**src/rtl/next_pc_pkg.sv**
```systemverilog
// Shared encodings and field positions for the next-PC unit.
// NEXT_PC_RAS_EN (defined externally) selects whether the return-address stack is built.
package next_pc_pkg;
    localparam logic [2:0] OP_NEXT   = 3'd0;
    localparam logic [2:0] OP_BRANCH = 3'd1;
    localparam logic [2:0] OP_JUMP   = 3'd2;
    localparam logic [2:0] OP_JAL    = 3'd3;
    localparam logic [2:0] OP_JR     = 3'd4;

    localparam int DEF_ADDR_W    = 32;
    localparam int DEF_JIDX_W    = 26;
    localparam int DEF_RAS_DEPTH = 4;

    localparam int INSTR_W = 32;
    localparam int IMM_W   = 16;
    localparam int IMM_MSB = 15;
    localparam int IMM_LSB = 0;
endpackage

```
**src/rtl/return_addr_stack.sv**
```systemverilog
// Circular return-address stack: JAL pushes overwrite the oldest entry when full,
// JR pops compare the top entry with the real target and flag a mismatch next cycle.
module return_addr_stack #(
    parameter int ADDR_W    = 32,
    parameter int RAS_DEPTH = 4
) (
    input  logic                               clk,
    input  logic                               rst,
    input  logic                               i_push,
    input  logic                               i_pop,
    input  logic [ADDR_W-1:0]                  i_push_data,
    input  logic [ADDR_W-1:0]                  i_cmp_value,
    output logic [$clog2(RAS_DEPTH+1)-1:0]     o_count,
    output logic                               o_mismatch
);
    localparam int PTR_W = $clog2(RAS_DEPTH);
    localparam int CNT_W = $clog2(RAS_DEPTH + 1);
    localparam logic [CNT_W-1:0] FULL = CNT_W'(RAS_DEPTH);

    logic [ADDR_W-1:0] r_stack [RAS_DEPTH];
    logic [PTR_W-1:0]  r_ptr;
    logic [CNT_W-1:0]  r_count;
    logic              r_mismatch;
    logic [PTR_W-1:0]  w_top_ptr;
    logic              w_pop_ok;

    // r_ptr is the next free slot; the top entry sits one below it (mod depth).
    assign w_top_ptr = r_ptr - PTR_W'(1);
    assign w_pop_ok  = i_pop && (r_count != '0);

    always_ff @(posedge clk) begin
        if (i_push) begin
            r_stack[r_ptr] <= i_push_data;
        end
    end

    always_ff @(posedge clk or posedge rst) begin
        if (rst) begin
            r_ptr      <= '0;
            r_count    <= '0;
            r_mismatch <= 1'b0;
        end else begin
            r_mismatch <= w_pop_ok && (r_stack[w_top_ptr] != i_cmp_value);
            if (i_push) begin
                r_ptr <= r_ptr + PTR_W'(1);
                if (r_count != FULL) begin
                    r_count <= r_count + CNT_W'(1);
                end
            end else if (w_pop_ok) begin
                r_ptr   <= w_top_ptr;
                r_count <= r_count - CNT_W'(1);
            end
        end
    end

    assign o_count    = r_count;
    assign o_mismatch = r_mismatch;
endmodule

```
**src/rtl/next_pc_unit.sv**
```systemverilog
// PC register and next-address generator (sequential, branch, J/JAL, JR) with JAL link output.
// Return-address stack is built only when NEXT_PC_RAS_EN is defined.
module next_pc_unit
    import next_pc_pkg::*;
#(
    parameter int                ADDR_W    = DEF_ADDR_W,
    parameter int                JIDX_W    = DEF_JIDX_W,
    parameter logic [ADDR_W-1:0] RESET_PC  = '0,
    parameter int                RAS_DEPTH = DEF_RAS_DEPTH
) (
    input  logic                               clk,
    input  logic                               rst,
    input  logic                               stall,
    input  logic [2:0]                         op,
    input  logic [INSTR_W-1:0]                 instr,
    input  logic [ADDR_W-1:0]                  rs_value,
    input  logic                               branch_taken,
    output logic [ADDR_W-1:0]                  pc,
    output logic [ADDR_W-1:0]                  pc_plus4,
    output logic [ADDR_W-1:0]                  link_addr,
    output logic                               link_valid,
    output logic                               ras_mispredict,
    output logic [$clog2(RAS_DEPTH+1)-1:0]     ras_count
);
    localparam logic [ADDR_W-1:0] PC_STEP = ADDR_W'(4);

    logic [ADDR_W-1:0] r_pc;
    logic [ADDR_W-1:0] r_link_addr;
    logic              r_link_valid;
    logic [ADDR_W-1:0] w_pc_plus4;
    logic [ADDR_W-1:0] w_branch_tgt;
    logic [ADDR_W-1:0] w_jump_tgt;
    logic [ADDR_W-1:0] w_next_pc;
    logic              w_accept_jal;
    logic              w_accept_jr;
    logic              w_unused_instr;

    function automatic logic [ADDR_W-1:0] branch_offset(input logic [IMM_W-1:0] imm);
        logic signed [ADDR_W-1:0] ext;
        ext = ADDR_W'(signed'(imm));
        return ext <<< 2;
    endfunction

    assign w_unused_instr = &{1'b0, instr[INSTR_W-1:JIDX_W]};

    assign w_pc_plus4   = r_pc + PC_STEP;
    assign w_branch_tgt = w_pc_plus4 + branch_offset(instr[IMM_MSB:IMM_LSB]);
    assign w_jump_tgt   = {w_pc_plus4[ADDR_W-1:JIDX_W+2], instr[JIDX_W-1:0], 2'b00};
    assign w_accept_jal = !stall && (op == OP_JAL);
    assign w_accept_jr  = !stall && (op == OP_JR);

    always_comb begin
        w_next_pc = w_pc_plus4;
        case (op)
            OP_BRANCH:      w_next_pc = branch_taken ? w_branch_tgt : w_pc_plus4;
            OP_JUMP,
            OP_JAL:         w_next_pc = w_jump_tgt;
            OP_JR:          w_next_pc = rs_value;
            default:        w_next_pc = w_pc_plus4;
        endcase
    end

    // fetch stage boundary: PC and link registers
    always_ff @(posedge clk or posedge rst) begin
        if (rst) begin
            r_pc         <= RESET_PC;
            r_link_addr  <= '0;
            r_link_valid <= 1'b0;
        end else begin
            r_link_valid <= w_accept_jal;
            if (!stall) begin
                r_pc <= w_next_pc;
            end
            if (w_accept_jal) begin
                r_link_addr <= w_pc_plus4;
            end
        end
    end

    assign pc         = r_pc;
    assign pc_plus4   = w_pc_plus4;
    assign link_addr  = r_link_addr;
    assign link_valid = r_link_valid;

`ifdef NEXT_PC_RAS_EN
    return_addr_stack #(
        .ADDR_W    (ADDR_W),
        .RAS_DEPTH (RAS_DEPTH)
    ) u_ras (
        .clk         (clk),
        .rst         (rst),
        .i_push      (w_accept_jal),
        .i_pop       (w_accept_jr),
        .i_push_data (w_pc_plus4),
        .i_cmp_value (rs_value),
        .o_count     (ras_count),
        .o_mismatch  (ras_mispredict)
    );
`else
    logic w_unused_ras;
    assign w_unused_ras   = w_accept_jr;
    assign ras_count      = '0;
    assign ras_mispredict = 1'b0;
`endif
endmodule
```
**config.mk**
```make
export PLATFORM = sky130hd
export DESIGN_NAME = next_pc_unit
export DESIGN_NICKNAME = d
export VERILOG_FILES = /design/src/rtl/next_pc_pkg.sv /design/src/rtl/return_addr_stack.sv /design/src/rtl/next_pc_unit.sv
export SDC_FILE = /design/constraint.sdc
export NUM_CORES = 1
export LEC_CHECK = 0
export BUFFER_PORTS_ARGS = -buffer_cell sky130_fd_sc_hd__clkbuf_2
export CORE_MARGIN = 4
export CORE_UTILIZATION = 30
export DETAILED_ROUTE_END_ITERATION = 7
export GPL_ROUTABILITY_DRIVEN = 1
export PLACE_DENSITY = 0.63
export SYNTH_ARGS = -nofsm -noshare
export SYNTH_HDL_FRONTEND = slang
export SYNTH_SLANG_ARGS = --single-unit
```
**constraint.sdc**
```tcl
create_clock -name clk -period 3.6 [get_ports clk]
set_clock_uncertainty 0.2 [all_clocks]
set_input_delay 0.54 -clock clk [delete_from_list [all_inputs] [get_ports clk]]
set_output_delay 0.54 -clock clk [all_outputs]
set_load 0.02 [all_outputs]
```
Yosys cells after proc, flatten, opt, wreduce, memory -nomap -nowiden

Cells that the tools add are included.

Add/subtract/negate cells: 2
Multiply operators: 0
Divide/modulo/power cells: 0
$lt $le $gt $ge: 0
Equal/unequal tests: 4
Shift operators: 0
Multiplexer cells: 2
Bitwise logic cells: 0
Reduce and logical (&&, ||, !) cells: 3

Operators by type and width:

| cell                                                                  | count |
|---|---|
| 32-bit case mux with 3 select lines                                   | 1 |
| 32-bit by 3-bit adder with 32-bit output, second input constant       | 1 |
| 32-bit adder                                                          | 1 |
| 32-bit 2-to-1 mux                                                     | 1 |
| 3-bit by 2-bit equality test with 1-bit output, second input constant | 2 |
| 3-bit by 1-bit equality test with 1-bit output, second input constant | 1 |
| 3-bit equality test, second input constant                            | 1 |
| 2-bit OR reduction                                                    | 1 |
| 1-bit logical AND                                                     | 1 |
| 1-bit logical NOT                                                     | 1 |

Bits in registers: 65
Latch bits: 0
Bits in writable memories: 0
Memory bits (read-only): 0
Output and inout bits: 101
Memories: 0

Depth between registers and ports, before layout

Depth after elaboration: 4
Mapped depth: 18

Least setup slack after synthesis

Ideal clock, no wire load.

Kind: reg2reg
Start: register r_pc[10], in the netlist pc[10]
End: register r_pc[30], in the netlist pc[30]
Library setup time: 0.142 ns
Arrival: 3.894 ns
Required time: 3.258 ns
Slack: -0.636 ns
Stages on the path, launching flop included: 17
Clock period less this slack: 4.236 ns
Cell sequence: dfrtp_1 -> buf_2 -> nand4_1 -> or2_1 -> or2_2 -> buf_2 -> nor2_1 -> xor2_1 -> ha_1 -> a21o_1 -> a21o_1 -> a221oi_1 -> nand3b_1 -> o21ai_0 -> o21ai_0 -> xnor2_1 -> o221ai_1

Longest elaborated chain between the ends: 4

RTL lines:

| item                                     | RTL line           | RTL |
|---|---|---|
| from (decl)                              | next_pc_unit.sv:27 | `logic [ADDR_W-1:0] r_pc;` |
| from (signal assigned)                   | next_pc_unit.sv:72 | `r_pc <= w_next_pc;` |
| 32-bit by 3-bit adder with 32-bit output | next_pc_unit.sv:46 | `assign w_pc_plus4 = r_pc + PC_STEP;` |
| named net pc_plus4[21]                   | next_pc_unit.sv:19 | `output logic [ADDR_W-1:0] pc_plus4,` |
| 32-bit adder                             | next_pc_unit.sv:47 | `assign w_branch_tgt = w_pc_plus4 + branch_offset(instr[IMM_MSB:IMM_LSB]);` |
| 32-bit 2-to-1 mux                        | next_pc_unit.sv:55 | `OP_BRANCH: w_next_pc = branch_taken ? w_branch_tgt : w_pc_plus4;` |
| 32-bit case mux with 3 select lines      | next_pc_unit.sv:54 | `case (op)` |

The timed path passes the listed nets, and every way through them passes these cells.
A chain may end at the register's enable or synchronous reset.

Worst setup path in the final report

Start: register r_pc[11], in the netlist pc[11]
End: register r_pc[28], in the netlist pc[28]

Longest elaborated chain between the ends: 4

RTL lines:

| item                                         | RTL line |
|---|---|
| 32-bit by 3-bit adder with 32-bit output (*) | next_pc_unit.sv:46 |
| 32-bit adder                                 | next_pc_unit.sv:47 |
| 32-bit 2-to-1 mux                            | next_pc_unit.sv:55 |
| 32-bit case mux with 3 select lines (*)      | next_pc_unit.sv:54 |

Mark *: on every way between the ends. The rest lies on a longest branch, timed or not.

==> results.sh <==
export IMPL_path_class="flop to flop"
export IMPL_fin_nets=1086
export IMPL_arrival_ps=3670
export IMPL_cp_top_family="simple AND/OR/NAND/NOR gates"
export IMPL_layout_min_cycle_time_ps=3670
export IMPL_fillCellCount=1772
export IMPL_final_max_slew_viol_count=0
export IMPL_final_util_pct=47.9
export IMPL_combPwrFrac_pct=57.9
export IMPL_crit_required_ps=3600
export IMPL_clk_pin_slew_worst_paths_ps=60
export IMPL_power_share_clock_pct=20.4
export IMPL_hold_viol_final=0
export IMPL_p_sw_mw=2.11
export IMPL_relSlewSlack_pct=57.8
export IMPL_syn_inst=692
export IMPL_synth_edf_count=0
export IMPL_syn_area_mm2=0.00562
export IMPL_violations="setup timing"
export IMPL_cp_cell_sequence="nand4_1, or2_4, or2_4, nor3_4, buf_6, nand3_1, xor2_2, inv_2, ha_4, a21o_1, a21oi_2, nand3b_1, o21ai_2, xnor2_1, o21ai_1, o211ai_1"
export IMPL_routed_wl_mm=23.1
export IMPL_finalPower_mw=4.95
export IMPL_drive_above_1_share_pct=46.6
export IMPL_route_detailed_drc=0
export IMPL_pwr_share_seq_pct=21.7
export IMPL_synth_area_per_cell_um2=8.12
export IMPL_final_common_cell="clkbuf_2"
export IMPL_crit_top_cell="or2_4"
export IMPL_critPathSlowestCell="dfrtp_2"
export IMPL_portBuffers=161
export IMPL_vias=6451
export IMPL_layout_common_cells="clkbuf_2, buf_4, a21oi_1"
export IMPL_crit_path_end_kind="flop"
export IMPL_overflow=0
export IMPL_ios=172
export IMPL_maxCapViolations=0
export IMPL_critPathLaunchType="flop"
export IMPL_placed_cells=1184
export IMPL_core_area_mm2=0.0182
export IMPL_place_detailed_hpwl_mm=17.6
export IMPL_internal_power_mw=2.85
export IMPL_die_h_um=145
export IMPL_post_route_period_util_pct=102
export IMPL_hold_worst_slack_ps=241
export IMPL_hp_class="primary input to flop"
export IMPL_cts_made_buffers=9
export IMPL_yosysWarnings=0
export IMPL_fin_cells=1215
export IMPL_rsz0062_at_grt="true"
export IMPL_yosys_cell_types_count=63
export IMPL_grt_pass1_vias=6497
export IMPL_synth_area_leaders="dfrtp_1, ha_1, a21oi_1, xnor2_1, mux2_2"
export IMPL_swShare_pct=42.5
export IMPL_grt_max_degree=52
export IMPL_ys_seq_area_share_pct=28.9
export IMPL_gp_congestion=0.945
export IMPL_clk_latency_ps=350
export IMPL_ant_nets=0
export IMPL_p_leak_nw=4.03
export IMPL_clk_path_buf_depth=2
export IMPL_power_density_mw_per_mm2=567
export IMPL_timing_final_ws_setup_ps=-71.3
export IMPL_die_x_um=145
export IMPL_drt_iter0_markers=340
export IMPL_start_util_pct=30.9
export IMPL_track_usage_pct=21.7
export IMPL_synth_top_area_share_pct=28.9
export IMPL_clockRootBuffer="clkbuf_16"
export IMPL_irDropWorstVdd_mv=0.354
export IMPL_ys_seq_elements=65
export IMPL_cts_tree="built"
export IMPL_async_flop_share_pct=100
export IMPL_antenna_found_initial=0
export IMPL_yosysTopAreaCell="dfrtp_1"
export IMPL_grt_pass1_wl_mm=35.3
export IMPL_clock_sinks=65
export IMPL_wl_per_cell_um=19.0
export IMPL_first_pass_iters=7
export IMPL_synthFlopType="dfrtp_1"
export IMPL_cpPeakStageDelay_ps=360
export IMPL_die_area_mm2=0.0210
export IMPL_worstMarginPinSlew_ps=632
export IMPL_synthToLayoutAreaGrowth_pct=55.2
export IMPL_setup_viol=5
export IMPL_htree_levels=3
export IMPL_fmax_mhz=272
export IMPL_cp_max_fo=6
export IMPL_outcome="complete, but fails checks"
export IMPL_vias_per_cell=5.31
export IMPL_rows=49
export IMPL_crit_buf_inv=2
-- kinds of logic (layout without fill, tap and decap cells) --
| group | after synthesis | after routing | synth area share [%] |
|---|---|---|---|
| adders and majority gates | 35 | 35 | 7.92 |
| AOI/OAI and AO/OA | 223 | 223 | 25.2 |
| DFF | 65 | 65 | 28.9 |
| buffers and inverters | 84 | 374 | 6.12 |
| other | 1 | 5 | 0.0667 |
| xor gates and xnor gates | 53 | 53 | 8.59 |
| and+or+nand+nor | 204 | 204 | 17.8 |
| muxes | 27 | 27 | 5.34 |
-- registers in the layout (all words and copies together) (netlist names) --
register / count
link_addr: 32
link_valid: 1
pc: 32
-- worst paths after layout --
path / from / endpoint / slack [ps] / depth (start not counted)
worst max register to register: pc[11] / pc[28] / -70 / 16
min in group asynchronous: rst / link_addr[13] / 520 / 3
worst min-delay path: rs_value[0] / pc[0] / 240 / 2
worst min register to register: link_addr[31] / link_addr[31] / 290 / 1
max in group asynchronous: rst / pc[30] / 1900 / 4
worst max-delay path: pc[11] / pc[28] / -70 / 16
-- power groups by stage --
stage	clock (mW)	sequential, mW	combinational, mW
final	1.01	1.07	2.87
after global routing	1.07	1.10	3.12
after CTS	1.04	1.07	2.73
after detailed placement	0	1.09	2.70
after global placement	0	1.08	2.67
after floorplan	0	1.36	1.33
-- area by class of cell --
cell class | instances | area (µm²) | share of cell area (%)
clock buffers | 10 | 239 | 2.74
multi-input cells | 546 | 4290 | 49.2
clock inverters | 6 | 90.1 | 1.03
repair buffers | 318 | 2030 | 23.3
flip-flops and latches | 65 | 1640 | 18.8
well taps | 229 | 287 | 3.28
inverters | 40 | 150 | 1.72
diodes | 1 | 2.50 | 0.0287
-- per-layer routing --
layer | GRT usage, % | part of all wire [%]
met1 | 29.4 | 43
met2 | 35.0 | 48
met3 | 4.73 | 7.2
met4 | 6.28 | 1.9
met5 | 0 | 0
-- cell usage after synthesis, types with 9 or more instances --
cell type   n
nand4_1    10
nor3_1      9
a21oi_1    78
xnor2_1    33
inv_1      40
nand2_1    57
a31oi_1    10
clkbuf_1   31
xor2_1     19
nor2_1     64
a221oi_1   16
ha_1       34
nand2b_1   10
nor2b_1    10
nand3_1    17
mux2_2     23
a21o_1      9
o211ai_1   10
dfrtp_1    65
o22ai_1    11
o21ai_0    43
-- what timing repair did --
item / 4_1_cts / 5_1_grt
buffers inserted: 1 / 12
pin swaps: 4 / 48
hold buffers: 1 / 0
hold endpoints to repair: 17 / 0
endpoints found under the setup margin: 15 / 18
gates resized for setup: 13 / 53
-- stage by stage --
stage | setup TNS (ps) | setup slack, ps | area [µm²]
floorplan | -19.4 | -19.4 | 6020
global placement | -1170 | -148 | 7990
detailed placement | -1590 | -189 | 7990
CTS | -9.75 | -7.75 | 8380
global route | -2340 | -261 | 8720
finish | -273 | -71.3 | 8730
Power figures use the tool's default switching activity.
